$ cat src/rtl/ncl_dr_ripple_adder_sync.sv
// rtl/ncl_dr_ripple_adder_sync.sv - dual-rail NCL ripple adder resolving BPC bits per clock
module ncl_dr_ripple_adder_sync #(
    parameter int WIDTH = 4,
    parameter int BPC   = 1
) (
    input  logic               clk,
    input  logic               init_n,
    input  logic [2*WIDTH-1:0] a,
    input  logic [2*WIDTH-1:0] b,
    input  logic [1:0]         cin,
    input  logic               ko_in,
    output logic [2*WIDTH-1:0] sum,
    output logic [1:0]         cout,
    output logic               comp_out,
    output logic               err
);

    localparam int IW = $clog2(WIDTH + 1);

    if (BPC < 1 || (WIDTH % BPC) != 0) begin : g_bad_bpc
        $error("BPC must be >= 1 and divide WIDTH");
    end

    typedef enum logic [1:0] {
        WAIT_DATA,
        RIPPLE,
        HOLD_DATA
    } state_t;

    state_t             state_q, state_d;
    logic [WIDTH-1:0]   a_q, b_q, a_t, b_t;
    logic [1:0]         carry_q, carry_next;
    logic [2*WIDTH-1:0] acc_q, acc_next;
    logic [IW-1:0]      idx_q;
    logic               in_complete, in_illegal, in_null;
    logic               capture, last_step, release_wave;
    logic               c, s;

    // Classify the live input wavefront and pull the true rail as the bit value.
    always_comb begin
        in_complete = cin[0] ^ cin[1];
        in_illegal  = &cin;
        in_null     = ~|cin;
        a_t         = '0;
        b_t         = '0;
        for (int i = 0; i < WIDTH; i++) begin
            in_complete = in_complete & (a[2*i] ^ a[2*i+1]) & (b[2*i] ^ b[2*i+1]);
            in_illegal  = in_illegal | (&a[2*i +: 2]) | (&b[2*i +: 2]);
            a_t[i]      = a[2*i+1];
            b_t[i]      = b[2*i+1];
        end
        in_null = in_null & ~|a & ~|b;
    end

    // Resolve the BPC-bit window starting at idx_q; carry enters from the stored dual-rail carry.
    always_comb begin
        acc_next = acc_q;
        c        = carry_q[1] & ~carry_q[0];
        s        = 1'b0;
        for (int k = 0; k < WIDTH; k++) begin
            if (k >= int'(idx_q) && k < int'(idx_q) + BPC) begin
                s = a_q[k] ^ b_q[k] ^ c;
                c = (a_q[k] & b_q[k]) | (a_q[k] & c) | (b_q[k] & c);
                acc_next[2*k +: 2] = {s, ~s};
            end
        end
        carry_next = {c, ~c};
    end

    assign capture      = (state_q == WAIT_DATA) && !ko_in && in_complete;
    assign last_step    = (idx_q == IW'(WIDTH - BPC));
    assign release_wave = ko_in && in_null;

    always_comb begin
        state_d = state_q;
        case (state_q)
            WAIT_DATA: if (capture) state_d = RIPPLE;
            RIPPLE:    if (last_step) state_d = HOLD_DATA;
            HOLD_DATA: if (release_wave) state_d = WAIT_DATA;
            default:   state_d = WAIT_DATA;
        endcase
    end

    always_ff @(posedge clk) begin
        if (!init_n) begin
            state_q  <= WAIT_DATA;
            sum      <= '0;
            cout     <= '0;
            comp_out <= 1'b0;
            err      <= 1'b0;
            idx_q    <= '0;
            a_q      <= '0;
            b_q      <= '0;
            carry_q  <= '0;
            acc_q    <= '0;
        end else begin
            state_q <= state_d;
            case (state_q)
                WAIT_DATA: begin
                    if (in_illegal) err <= 1'b1;
                    if (capture) begin
                        a_q     <= a_t;
                        b_q     <= b_t;
                        carry_q <= cin;
                        acc_q   <= '0;
                        idx_q   <= '0;
                    end
                end
                RIPPLE: begin
                    acc_q   <= acc_next;
                    carry_q <= carry_next;
                    idx_q   <= idx_q + IW'(BPC);
                    // Outputs jump straight from NULL to the complete result.
                    if (last_step) begin
                        sum      <= acc_next;
                        cout     <= carry_next;
                        comp_out <= 1'b1;
                    end
                end
                HOLD_DATA: begin
                    if (release_wave) begin
                        sum      <= '0;
                        cout     <= '0;
                        comp_out <= 1'b0;
                    end
                end
                default: ;
            endcase
        end
    end

endmodule

$ cat config.mk
export PLATFORM = sky130hd
export DESIGN_NAME = ncl_dr_ripple_adder_sync
export DESIGN_NICKNAME = d
export VERILOG_FILES = /design/src/rtl/ncl_dr_ripple_adder_sync.sv
export SDC_FILE = /design/constraint.sdc
export NUM_CORES = 1
export LEC_CHECK = 0
export ABC_AREA = 1
export CORE_MARGIN = 4
export CORE_UTILIZATION = 55
export CTS_CLUSTER_SIZE = 8
export DETAILED_ROUTE_END_ITERATION = 8
export GPL_TIMING_DRIVEN = 1
export PLACE_DENSITY_LB_ADDON = 0.25
export SLEW_MARGIN = 25
export SYNTH_ARGS = -nofsm -noshare
export SYNTH_HDL_FRONTEND = slang
export SYNTH_SLANG_ARGS = --single-unit
$ cat constraint.sdc
create_clock -name clk -period 8.2 [get_ports clk]
set_input_delay 2.46 -clock clk [delete_from_list [all_inputs] [get_ports clk]]
set_output_delay 2.46 -clock clk [all_outputs]
set_load 0.1 [all_outputs]
==> impl_metrics.csv, run 1 <==
group,metric,value,unit
status,outcome,"finished, final reports clean",
floorplan,die_width,70.14,um
pwr,intPower,283.0,uW
yosys,synth_edf_count,0,
yosys,synthSimpleGateAreaFrac,24.10,%
clocking,cts_sinks,35,
clocking,htree_levels,2,
cells_and_area,nFillCells,326,
yosys,synth_cell_types,36,
sta,post-route-period-util,51.58,%
global_routing,overflow,0,
pwr,p_per_area,139.6,nW/um^2
setup_path,arrival,1.77,ns
placement,dp.final_hpwl,3470,um
yosys,synth_xor_area_share,0,%
global_routing,antenna_found_initial,0,
pwr,irDropWorstVdd,0.07157,mV
clocking,clk_pin_slew,0.07,ns
clocking,cts-resized-gates,0,
setup_path,cpPeakStageDelay,1.13,ns
sta,finalHoldViolCount,0,
setup_path,cp_top_family,"buffers and inverters",
setup_path,crit_type,"flip-flop to output pin",
setup_path,r2r_slack,4.37,ns
yosys,synthAdderAreaFrac,16.74,%
floorplan,start_util,57.56,%
cells_and_area,postLayoutCoreUtil,70.25,%
job,drv_cap,0,
clocking,holdBufCountCts,0,
route,first_iter_violations,78,
pwr,total_power,361.6,uW
floorplan,row_count,22,
route,vias,1802,
clocking,clk_path_buf_depth,2,
sta,tns,0,ns
cells_and_area,synthToLayoutAreaGrowth,22.04,%
setup_path,worst-path-buf-inv,1,
yosys,yosys-mux-area-fraction,0.5303,%
pwr,combPwrFrac,8.2,%
placement,gp_congestion,0.8375,
sta,slew-limit-headroom,35.21,%
global_routing,track_usage,19.11,%
route,dr.pass1.iters,4,
floorplan,dieArea,4919,um^2
sta,fin_crit,4.229,ns
yosys,synth_top_flop_cell,"dfxtp_1",
sta,fin_worst_skew,0.007418,ns
pwr,p_sw,78.66,uW
floorplan,dieHeight,70.14,um
placement,placed_cells,349,
yosys,yosysMostFrequentCell,"nand2_1",
clocking,cts_buffers,5,
pwr,power_leakage,0.001110,uW
clocking,clk_latency,0.29,ns
global_routing,grt_first_pass_wirelength,7562,um
clocking,cts_root_buf,"clkbuf_8",
sta,rsz0062_at_grt,"false",
setup_path,cp.required,5.74,ns
route,wl,4377,um
sta,max_freq,0.2365,GHz
yosys,ys_seq_area_share,33.00,%
yosys,synth-compound-area-share,15.20,%
clocking,cts_tree,"done",
yosys,synth.net_count,322,
route,routed_via_density,5.048,
floorplan,io_pins,33,
route,route.antenna.remaining_nets,0,
hold_path,hp-class,"flip-flop to flip-flop",
clocking,post_cts_buffers,0,
yosys,synth_commonest_cells,"nand2_1, inv_1, dfxtp_1, a21oi_1, ha_1",
yosys,synthTopCellsByArea,"dfxtp_1, ha_1, nand2_1, inv_1, a21oi_1",
cells_and_area,n_antenna_cell,0,
yosys,yosysWarningCount,0,
setup_path,endpoint_kind,"output pin",
yosys,async_reset_ff_share,0,%
global_routing,grt_max_degree,27,
yosys,avgSynthCellArea,7.721,um^2
cells_and_area,finalNonFillerCells,357,
pwr,clockPowerShare,44.6,%
setup_path,path_cells,"clkdlybuf4s50_1",
yosys,synth_top_area_share,33.00,%
yosys,synth_top_family_by_area,"simple AND/OR/NAND/NOR gates",
pwr,swShare,21.75,%
yosys,netlist_area,2123,um^2
sta,report.final.slew_viol_count,0,
route,route.detailed.drc,0,
setup_path,slowest_stage,"clkdlybuf4s50_1",
placement,io_buffers,32,
sta,tightest_slew,0.9688,ns
cells_and_area,drive_gt1_share,13.27,%
cells_and_area,layout.nets,355,
floorplan,core,3689,um^2
sta,setup_viol,0,
global_routing,grt_pass1_vias,1781,
setup_path,crit_path_max_fanout,2,
setup_path,startpoint_type,"flip-flop",
route,routedWlPerCell,12.26,um
yosys,synth_seq_cells,35,
pwr,pwr-share-seq,47.2,%
yosys,netlist_instances,275,
yosys,yosys.area.top_type,"dfxtp_1",
-- power groups by stage --
stage          combinational (uW)  clock, uW  sequential, uW
6_report                     29.6        161             171
5_1_grt                      33.0        172             171
4_1_cts                      29.9        163             171
3_5_place_dp                 29.6          0             175
3_3_place_gp                 28.9          0             175
2_1_floorplan                12.1          0             177
-- state kept, by name, summed over array words and instances (netlist names) --
name / flops
state_q: 2
cout: 2
b_q: 4
sum: 8
carry_q: 2
a_q: 4
idx_q: 3
err: 1
acc_q: 8
comp_out: 1
-- cells by family (layout without fill, tap and decap cells) --
logic type      after synthesis  after routing
compound gates               55             55
fa+ha+maj                    26             26
buf+inv                      57             91
flops                        35             35
mux                           1              1
simple gates                101            101
-- metal layers --
| layer | GRT usage (%) | wire length [um] |
|---|---|---|
| met1 | 23.00 | 1989 |
| met2 | 32.21 | 2119 |
| met3 | 5.180 | 161 |
| met4 | 7.447 | 107 |
| met5 | 0 | 0 |
-- cell usage in the layout, fill, tap and decap left out, types with 2 or more instances in the layout --
cell type,instances
clkdlybuf4s50_1,32
clkbuf_8,6
or2_2,2
nand3_1,3
nand2_2,4
nand2_1,64
dfxtp_1,35
o21ai_1,3
o21ai_0,12
fa_1,4
ha_1,22
nand3_2,6
inv_2,9
nor2_1,9
a21oi_1,31
nand4_1,2
inv_1,42
a21oi_2,3
-- worst paths after layout --
check,cells past startpoint,end,from
setup / recovery,1,sum[2],sum[2]
hold / removal,2,sum[5],sum[5]
setup reg to reg,20,acc_q[7],idx_q[1]
hold reg to reg,2,sum[5],sum[5]
-- final cells by class --
type | instances | area (um^2) | share of cell area, %
multi-input combinational | 183 | 1201 | 46.35
sequential | 35 | 700.7 | 27.04
timing repair buffer | 32 | 320.3 | 12.36
inverter | 51 | 191.4 | 7.388
clock buffer | 6 | 82.58 | 3.187
tap | 48 | 60.06 | 2.318
clock inverter | 2 | 35.03 | 1.352
-- per-stage QoR --
| step | setup slack, ns | hold slack [ns] | cell area, um^2 |
|---|---|---|---|
| floorplan | 4.527 | 0.4360 | 2123 |
| global placement | 3.850 | 0.4450 | 2474 |
| detailed placement | 3.816 | 0.4556 | 2474 |
| CTS | 3.961 | 0.4671 | 2591 |
| global route | 3.891 | 0.4859 | 2591 |
| finish | 3.971 | 0.4621 | 2591 |
Note: power is estimated with default switching activity, not from simulation.
==> run 2, diff against run 1 <==
--- a/config.mk
+++ b/config.mk
@@ -7,7 +7,7 @@
 export LEC_CHECK = 0
 export ABC_AREA = 1
 export CORE_MARGIN = 4
-export CORE_UTILIZATION = 55
+export CORE_UTILIZATION = 48
 export CTS_CLUSTER_SIZE = 8
 export DETAILED_ROUTE_END_ITERATION = 8
 export GPL_TIMING_DRIVEN = 1
==> constraint.sdc (replaced) <==
create_clock -name clk -period 3.5 [get_ports clk]
set_input_delay 1.05 -clock clk [delete_from_list [all_inputs] [get_ports clk]]
set_output_delay 1.05 -clock clk [all_outputs]
set_load 0.1 [all_outputs]
==> run 2 against run 1 <==
  * Worst setup slack lost 3.8 ns
  * Final cell count grew 2.2%
  * Sequential share of layout area shrank 0.22 points
  * Clock-buffer cell count is the same
  * Non-clock buffer count grew 6
  * Flip-flop and latch count is the same
==> impl_metrics.csv, run 2 (same netlist as run 1, synthesis figures left out) <==
group,metric,value,unit
status,outcome,"finished, final reports clean",
global_routing,grt_util_met3,4.054,%
setup_path,reg2reg_depth,20,
setup_path,crit_type,"flip-flop to flip-flop",
global_routing,use_met2,30.24,%
route,vias,1814,
cells_and_area,synthToLayoutAreaGrowth,23.92,%
route,route.detailed.drc,0,
clocking,cts_tree,"done",
sta,report.final.slew_viol_count,0,
sta,slew-limit-headroom,59.41,%
clocking,holdBufCountCts,0,
clocking,cts_root_buf,"clkbuf_8",
setup_path,r2r_slack,0.17,ns
floorplan,start_util,51.24,%
pwr,intPower,661.7,uW
floorplan,dieHeight,74.51,um
floorplan,die_width,74.51,um
sta,fin_worst_skew,0.008473,ns
route,routedWlPerCell,12.51,um
global_routing,grt.busiest_layer,"met2",
route,first_iter_violations,69,
cells_and_area,nFillCells,373,
setup_path,startpoint_type,"flip-flop",
cells_and_area,drive_gt1_share,21.59,%
sta,fin_crit,3.331,ns
setup_path,arrival,3.50,ns
pwr,combPwrFrac,8.1,%
clocking,clk_pin_slew,0.08,ns
sta,tns,0,ns
setup_path,r2r-start,"idx_q[1]",
pwr,pwr-share-seq,47.0,%
global_routing,overflow,0,
floorplan,io_pins,33,
route,route.antenna.remaining_nets,0,
floorplan,dieArea,5552,um^2
placement,gp_congestion,0.8229,
floorplan,row_count,23,
setup_path,crit_path_max_fanout,6,
clocking,cts_buffers,5,
setup_path,cp.required,3.67,ns
sta,tightest_slew,0.6082,ns
hold_path,min_path_cells,2,
pwr,total_power,847.8,uW
setup_path,endpoint_kind,"flip-flop",
cells_and_area,largestRegisters,"acc_q: 8 flops, sum: 8 flops",
cells_and_area,layout.nets,361,
pwr,clockPowerShare,44.8,%
clocking,clk_path_buf_depth,2,
clocking,clk_latency,0.29,ns
setup_path,crit_start,"idx_q[1]",
global_routing,track_usage,18.05,%
global_routing,gr-usage-met1,22.96,%
global_routing,grt_max_degree,27,
clocking,htree_levels,2,
sta,max_freq,0.3002,GHz
cells_and_area,mostFrequentLayoutCells,"nand2_1, inv_1, dfxtp_1",
clocking,cts_sinks,35,
route,dr.pass1.iters,4,
placement,io_buffers,32,
pwr,irDropWorstVdd,0.2749,mV
global_routing,grt_pass1_vias,1746,
route,routed_via_density,4.970,
hold_path,hp-start,"sum[6]",
sta,post-route-period-util,95.18,%
pwr,power_leakage,0.001164,uW
placement,dp.final_hpwl,3492,um
sta,setup_viol,0,
floorplan,core,4144,um^2
hold_path,hp-class,"flip-flop to flip-flop",
pwr,p_sw,186.1,uW
pwr,p_per_area,322.2,nW/um^2
route,wl,4565,um
pwr,swShare,21.95,%
cells_and_area,layout_commonest_cell,"nand2_1",
global_routing,grt_first_pass_wirelength,7679,um
job,drv_cap,0,
global_routing,antenna_found_initial,0,
sta,finalHoldViolCount,0,
cells_and_area,n_antenna_cell,0,
-- run 2: changes by cell type in the layout (fill, tap and decap cells not counted), sizes merged --
cell,previous run,this run
buf,0,18
clkdlybuf4s50,32,20
-- run 2: power by group through the flow --
stage / clock network (uW) / registers [uW] / logic, uW
after global placement: 0 / 409 / 68.4
after CTS: 383 / 400 / 69.8
after global routing: 399 / 399 / 78.7
final: 380 / 399 / 69.0
after floorplan: 0 / 414 / 28.4
after detailed placement: 0 / 409 / 69.4
-- run 2: critical path, cell delays in order (launching register included) --
cell and delay (ns):
dfxtp_4 0.37, ha_2 0.20, buf_4 0.15, nand2_4 0.10, nand4_4 0.11, nand2_2 0.09, nand2_2 0.06, nand2_1 0.06
inv_1 0.05, fa_2 0.32, nand2_2 0.08, nand2_2 0.06, fa_2 0.32, or2_4 0.26, and2_1 0.16, fa_1 0.48
nand2_1 0.07, o21ai_1 0.08, inv_1 0.07, nand2_1 0.06, a21oi_1 0.06
-- run 2: worst paths after layout --
kind / to
worst max register to register: sum[7]
worst min register to register: sum[6]
worst min-delay path: sum[6]
worst max-delay path: sum[7]
-- run 2: repair_timing --
action / in CTS / in global routing
resized for setup: 2 / 10
endpoints found under the setup margin: 4 / 8
hold endpoints to repair: 0 / 0
pin swaps: 0 / 5
setup buffers: 0 / 1
-- run 2: through the flow --
| step | cells | setup slack (ns) | utilization [%] | hold WS, ns | instance area [um^2] |
|---|---|---|---|---|---|
| 6_report | 365 | 0.1688 | 63.50 | 0.4632 | 2631 |
| 5_1_grt | 365 | -0.01286 | 63.50 | 0.4798 | 2631 |
| 4_1_cts | 364 | 0.001282 | 62.86 | 0.4648 | 2605 |
| 3_5_place_dp | 356 | -0.01890 | 59.93 | 0.4542 | 2484 |
| 3_3_place_gp | 356 | 0.09144 | 59.93 | 0.4480 | 2484 |
| 2_1_floorplan | 275 | 0.07941 | - | 0.4360 | 2123 |
-- run 2: routing by layer --
metal,vias up,share of wire [%]
li1,953,-
met1,821,46
met2,33,49
met3,7,4.1
met4,0,1.4
met5,-,0
-- run 2: final cells by class --
cell class	instances	area (um^2)	area share (%)
clock buffer	6	82.58	3.138
sequential	35	705.7	26.82
timing repair buffer	38	335.3	12.74
inverter	51	191.4	7.275
clock inverter	2	35.03	1.331
multi-input combinational	183	1219	46.31
tap	50	62.56	2.378
